<file path="src/rtl/usb3_rx_lock_ctrl.sv">
// USB 3.0 RX symbol-lock controller: classifies the descrambled word stream and
// runs a hunt/check/locked FSM with leaky-bucket error tolerance and an idle watchdog.
module usb3_rx_lock_ctrl #(
  parameter int LOCK_GOOD    = 8,
  parameter int UNLOCK_ERRS  = 4,
  parameter int LEAK_WORDS   = 16,
  parameter int IDLE_TIMEOUT = 1024
) (
  input  logic        local_clk,
  input  logic        reset_n,
  input  logic        in_active,
  input  logic [3:0]  in_datak,
  input  logic [31:0] in_data,
  input  logic        skp_err,
  input  logic        stat_clr,
  output logic        rx_locked,
  output logic        realign,
  output logic        lock_lost,
  output logic [15:0] bad_word_cnt,
  output logic [1:0]  lock_state
);

  typedef enum logic [1:0] {
    HUNT   = 2'd0,
    CHECK  = 2'd1,
    LOCKED = 2'd2
  } state_t;

  state_t      r_state, w_nextState;
  logic [7:0]  r_goodCnt, w_nextGoodCnt;
  logic [3:0]  r_errBkt, w_nextErrBkt;
  logic [7:0]  r_leakCnt, w_nextLeakCnt;
  logic [15:0] r_idleCnt, w_nextIdleCnt;
  logic [15:0] r_badWordCnt, w_nextBadWordCnt;
  logic        r_rxLocked, r_realign, r_lockLost;
  logic        w_nextRealign, w_nextLockLost;

  logic w_kWord, w_legalK, w_com, w_good, w_bad, w_goodEv, w_comEv, w_idleHit;

  assign w_kWord  = (in_datak == 4'hF);
  assign w_legalK = (in_data == 32'hBCBCBCBC) || (in_data == 32'hFBFBFBF7) ||
                    (in_data == 32'h5C5C5CF7) || (in_data == 32'hFEFEFEF7) ||
                    (in_data == 32'hFDFDFDFE) || (in_data == 32'h7C7C7C7C);
  assign w_com    = in_active && w_kWord && (in_data == 32'hBCBCBCBC);
  assign w_good   = in_active && ((in_datak == 4'h0) || (w_kWord && w_legalK));
  // An SKP error spoils the whole cycle, so it masks any good/COM qualification.
  assign w_bad    = skp_err || (in_active && !w_good);
  assign w_goodEv = w_good && !skp_err;
  assign w_comEv  = w_com && !skp_err;
  assign w_idleHit = !in_active && (r_idleCnt == 16'(IDLE_TIMEOUT - 1));

  always_comb begin
    w_nextState      = r_state;
    w_nextGoodCnt    = r_goodCnt;
    w_nextErrBkt     = r_errBkt;
    w_nextLeakCnt    = r_leakCnt;
    w_nextIdleCnt    = r_idleCnt;
    w_nextBadWordCnt = r_badWordCnt;
    w_nextRealign    = 1'b0;
    w_nextLockLost   = 1'b0;

    if (r_state != HUNT) begin
      w_nextIdleCnt = in_active ? 16'd0 : r_idleCnt + 16'd1;
    end

    case (r_state)
      HUNT: begin
        if (w_comEv) begin
          w_nextState   = CHECK;
          w_nextGoodCnt = 8'd0;
          w_nextIdleCnt = 16'd0;
        end
      end
      CHECK: begin
        if (w_idleHit || w_bad) begin
          w_nextState   = HUNT;
          w_nextRealign = 1'b1;
        end else if (w_comEv) begin
          w_nextGoodCnt = 8'd1;
        end else if (w_goodEv) begin
          w_nextGoodCnt = r_goodCnt + 8'd1;
          if (r_goodCnt + 8'd1 == 8'(LOCK_GOOD)) begin
            w_nextState   = LOCKED;
            w_nextErrBkt  = 4'd0;
            w_nextLeakCnt = 8'd0;
          end
        end
      end
      LOCKED: begin
        if (w_idleHit || (w_bad && (r_errBkt + 4'd1 == 4'(UNLOCK_ERRS)))) begin
          w_nextState    = HUNT;
          w_nextRealign  = 1'b1;
          w_nextLockLost = 1'b1;
        end else if (w_bad) begin
          w_nextErrBkt  = r_errBkt + 4'd1;
          w_nextLeakCnt = 8'd0;
        end else if (w_goodEv) begin
          if (r_leakCnt + 8'd1 == 8'(LEAK_WORDS)) begin
            w_nextLeakCnt = 8'd0;
            if (r_errBkt != 4'd0) w_nextErrBkt = r_errBkt - 4'd1;
          end else begin
            w_nextLeakCnt = r_leakCnt + 8'd1;
          end
        end
      end
      default: w_nextState = HUNT;
    endcase

    // Leaving to HUNT always starts the next acquisition from clean counters.
    if (w_nextState == HUNT) begin
      w_nextGoodCnt = 8'd0;
      w_nextErrBkt  = 4'd0;
      w_nextLeakCnt = 8'd0;
      w_nextIdleCnt = 16'd0;
    end

    if (stat_clr) begin
      w_nextBadWordCnt = 16'd0;
    end else if (w_bad && (r_state != HUNT) && (r_badWordCnt != 16'hFFFF)) begin
      w_nextBadWordCnt = r_badWordCnt + 16'd1;
    end
  end

  always_ff @(posedge local_clk) begin
    if (!reset_n) begin
      r_state      <= HUNT;
      r_goodCnt    <= 8'd0;
      r_errBkt     <= 4'd0;
      r_leakCnt    <= 8'd0;
      r_idleCnt    <= 16'd0;
      r_badWordCnt <= 16'd0;
      r_rxLocked   <= 1'b0;
      r_realign    <= 1'b0;
      r_lockLost   <= 1'b0;
    end else begin
      r_state      <= w_nextState;
      r_goodCnt    <= w_nextGoodCnt;
      r_errBkt     <= w_nextErrBkt;
      r_leakCnt    <= w_nextLeakCnt;
      r_idleCnt    <= w_nextIdleCnt;
      r_badWordCnt <= w_nextBadWordCnt;
      r_rxLocked   <= (w_nextState == LOCKED);
      r_realign    <= w_nextRealign;
      r_lockLost   <= w_nextLockLost;
    end
  end

  assign rx_locked    = r_rxLocked;
  assign realign      = r_realign;
  assign lock_lost    = r_lockLost;
  assign bad_word_cnt = r_badWordCnt;
  assign lock_state   = r_state;

endmodule

</file>
<file path="config.mk">
export PLATFORM = sky130hd
export DESIGN_NAME = usb3_rx_lock_ctrl
export DESIGN_NICKNAME = d
export VERILOG_FILES = /design/src/rtl/usb3_rx_lock_ctrl.sv
export SDC_FILE = /design/constraint.sdc
export NUM_CORES = 1
export LEC_CHECK = 0
export ABC_AREA = 1
export ABC_CLOCK_PERIOD_IN_PS = 1900
export BUFFER_PORTS_ARGS = -buffer_cell sky130_fd_sc_hd__buf_4
export CAP_MARGIN = 25
export CORE_AREA = 5 5 108 90
export CTS_CLUSTER_SIZE = 30
export DETAILED_ROUTE_END_ITERATION = 7
export DIE_AREA = 0 0 113 95
export PLACE_DENSITY = 0.81
export SLEW_MARGIN = 20
export SYNTH_ARGS = -nofsm -noshare
export SYNTH_HDL_FRONTEND = slang
export SYNTH_SLANG_ARGS = --single-unit
</file>
<file path="constraint.sdc">
create_clock -name local_clk -period 1.9 [get_ports local_clk]
set_clock_uncertainty 0.05 [all_clocks]
set_input_delay 0.095 -clock local_clk [delete_from_list [all_inputs] [get_ports local_clk]]
set_output_delay 0.095 -clock local_clk [all_outputs]
set_load 0.05 [all_outputs]
</file>
==> results.yml <==
global_routing:
  antenna_found_initial: 0
  grt_max_degree: 17
  grt_pass1_vias: 4637
  grt_pass1_wl_um: 20580
  grt_usage: 0.2312
  grt-ovfl-total: 0
die:
  die_w_um: 113
  initial_core_util: 0.5027
  die_h_um: 95
  core-area_mm2: 0.008650
  dieArea_mm2: 0.01074
  io_pins: 62
  rows: 31
clock_tree:
  cts_max_path_buffers: 2
  cts_buffers: 9
  tritoncts: "built"
  clock-root-buffer: "clkbuf_8"
  hold_buffers: 0
  cts_sinks: 57
  clk_pin_slew_ns: 0.07
  clk_latency_ns: 0.35
  htree_levels: 3
detailed_routing:
  drc: 0
  wl_um: 13730
  drt-pass1-iter-count: 5
  drtIter0Drc: 415
  ant_nets: 0
  viasPerCell: 5.226
  wire_per_inst_um: 14.35
  detailroute.via_count: 5001
pwr:
  clockPowerShare: 0.462
  pwr-share-seq: 0.453
  combPwrFrac: 0.085
  p_sw_uw: 612.2
  irDropWorstVdd_uv: 332.9
  power.internal_mw: 2.014
  power_mw: 2.627
  power_leakage_nw: 2.843
  swShare: 0.2331
  p_per_area_mw_per_mm2: 403.9
synth:
  synth_seq_area_share: 0.2624
  synth_edf_count: 0
  syn_inst: 658
  ys_types: 49
  syn-num-nets: 711
  yosysTopAreaCellShare: 0.2624
  ys_warn_count: 0
  syn_area_per_cell_um2: 6.608
  syn_area_mm2: 0.004348
  synthFlopType: "dfxtp_1"
  async_flop_share: 0
  synth_area_leaders: "dfxtp_1 (26%), nand2_1 (13%), nor2_1 (7.9%)"
  ys_ff_latch: 57
  synth_top_cell_by_area: "dfxtp_1"
status:
  outcome: "finished with violations"
  violations: "negative setup slack"
sta:
  max_freq_mhz: 423.4
  finalSetupViolations: 53
  min_period_over_period: 1.243
  drv_slew: 0
  grt_setup_unrepaired: "yes"
  worst_pin_slew_ns: 0.6244
  hold_viol_final: 0
  slew_headroom: 0.5822
  worst_slack_ns: -0.4620
  period_minus_slack_ns: 2.362
final_layout:
  nFillCells: 586
  nets: 890
  design_area_mm2: 0.006502
  syn2layout_area_growth_pct: 49.55
  layout_common_cells: "buf_4 (163), nand2_1 (128), nor2_1 (85)"
  n_antenna_cell: 0
  final_common_cell: "buf_4"
  drive_gt1_frac: 0.4252
worst_setup_path:
  cp_top_family: "simple AND/OR/NAND/NOR gates"
  regToRegSetupSlack_ns: -0.46
  cp.required_ns: 2.08
  crit_fanout: 8
  critical_path_buf_inv_count: 3
  cp_cell_sequence: "ha_4 > nand2_4 > inv_4 > nand4_1 > xor2_1 > nand3_1 > nor3_2 > nand3_2 > buf_6 > nand3_4 > nand3_4 > nand2_4 > nand2_4 > nand2_8 > buf_12 > nor2_4"
  critPathKind: "reg2reg"
  cp_common_cell: "nand2_4"
  slowest_delay_ns: 0.35
  critical-path-slowest-cell: "dfxtp_2"
  cp.arrival_ns: 2.54
  cp-end-kind: "flop"
  critPathLaunchType: "flop"
job:
  maxCapViolations: 0
worst_hold_path:
  min_path_type: "in2reg"
place:
  place_congestion: 0.9495
  port_buffers: 61
  placed_cell_area_mm2: 0.005715
  dp_hpwl_um: 9250
==> registers in the layout (all words and copies together) (netlist names) <==
name and cells:
r_errBkt 4, bad_word_cnt 16, r_leakCnt 8, lock_state 2
realign 1, lock_lost 1, r_goodCnt 8, r_idleCnt 16
rx_locked 1
==> worst paths after layout <==
path,from,end,depth (start not counted)
setup / recovery,r_goodCnt[1],r_idleCnt[12],16
hold / removal,reset_n,r_errBkt[0],3
setup reg to reg,r_goodCnt[1],r_idleCnt[12],16
hold reg to reg,bad_word_cnt[3],bad_word_cnt[3],1
==> kinds of logic after synthesis <==
kind of cell,count (synthesis),synth area share
compound gates,91,0.1255
xor+xnor,13,0.02619
fa+ha+maj,12,0.03453
buf+inv,103,0.1036
flops,57,0.2624
simple gates,382,0.4478
==> metal layers <==
| layer | global-route usage | up-vias | share of wire | routed length, µm |
|---|---|---|---|---|
| met5 | 0 | - | 0 | 0 |
| met4 | 0.06006 | 0 | 0.024 | 332 |
| met3 | 0.03908 | 35 | 0.058 | 802 |
| met2 | 0.4132 | 188 | 0.51 | 7029 |
| met1 | 0.2892 | 2291 | 0.41 | 5564 |
| li1 | - | 2487 | - | - |
==> synth_stat cells (5+ instances only) <==
master	instances
nand4_1	18
nand2_1	146
inv_1	80
clkbuf_1	5
o21ai_2	6
dfxtp_1	57
inv_2	8
a32oi_1	5
nand3_1	31
nand3_2	6
nor2_4	25
nand2_2	13
ha_1	12
xnor2_1	5
a21oi_1	30
xor2_1	8
o21ai_0	30
nor2_2	17
nor3_1	17
nor2_1	91
==> through the flow <==
stage	TNS, ns	setup slack (ns)	utilization	hold slack, ns	instances
detailed placement	-17.29	-0.4485	0.6608	0.3785	925
global placement	-12.42	-0.3426	0.6608	0.3633	925
finish	-17.17	-0.4620	0.7518	0.08585	957
global route	-24.74	-0.6212	0.7518	0.08805	957
floorplan	-6.299	-0.2017	-	0.1945	658
CTS	-13.36	-0.3946	0.7027	0.06369	946
==> repair_timing <==
| item | CTS | global route |
|---|---|---|
| hold endpoints to repair | 0 | 0 |
| resized for setup | 24 | 90 |
| pin swaps | 11 | 39 |
| gates cloned | 1 | 1 |
| endpoints found under the setup margin | 41 | 56 |
| buffers inserted | 4 | 10 |
==> power groups by stage <==
stage	Sequential, mW	Clock (mW)	Combinational, mW
after floorplan	1.22	0	0.0831
final	1.19	1.21	0.224
after global routing	1.19	1.29	0.246
after detailed placement	1.22	0	0.211
after global placement	1.22	0	0.203
after CTS	1.19	1.23	0.213
==> area by class of cell <==
class / count / area, µm² / share of cell area
Clock buffer: 12 / 166.4 / 0.02559
Clock inverter: 4 / 48.80 / 0.007504
Inverter: 90 / 345.3 / 0.05311
Multi-Input combinational cell: 499 / 3172 / 0.4878
Sequential cell: 57 / 1169 / 0.1797
Tap cell: 115 / 143.9 / 0.02213
Timing Repair Buffer: 180 / 1458 / 0.2242
==> worst register-to-register path, cell delays in order (launching register included) <==
cell,delay [ns]
dfxtp_2,0.35
ha_4,0.16
nand2_4,0.06
inv_4,0.06
nand4_1,0.08
xor2_1,0.22
nand3_1,0.14
nor3_2,0.20
nand3_2,0.16
buf_6,0.16
nand3_4,0.05
nand3_4,0.07
nand2_4,0.07
nand2_4,0.06
nand2_8,0.14
buf_12,0.18
nor2_4,0.04
Note: power is estimated with default switching activity, not from simulation.
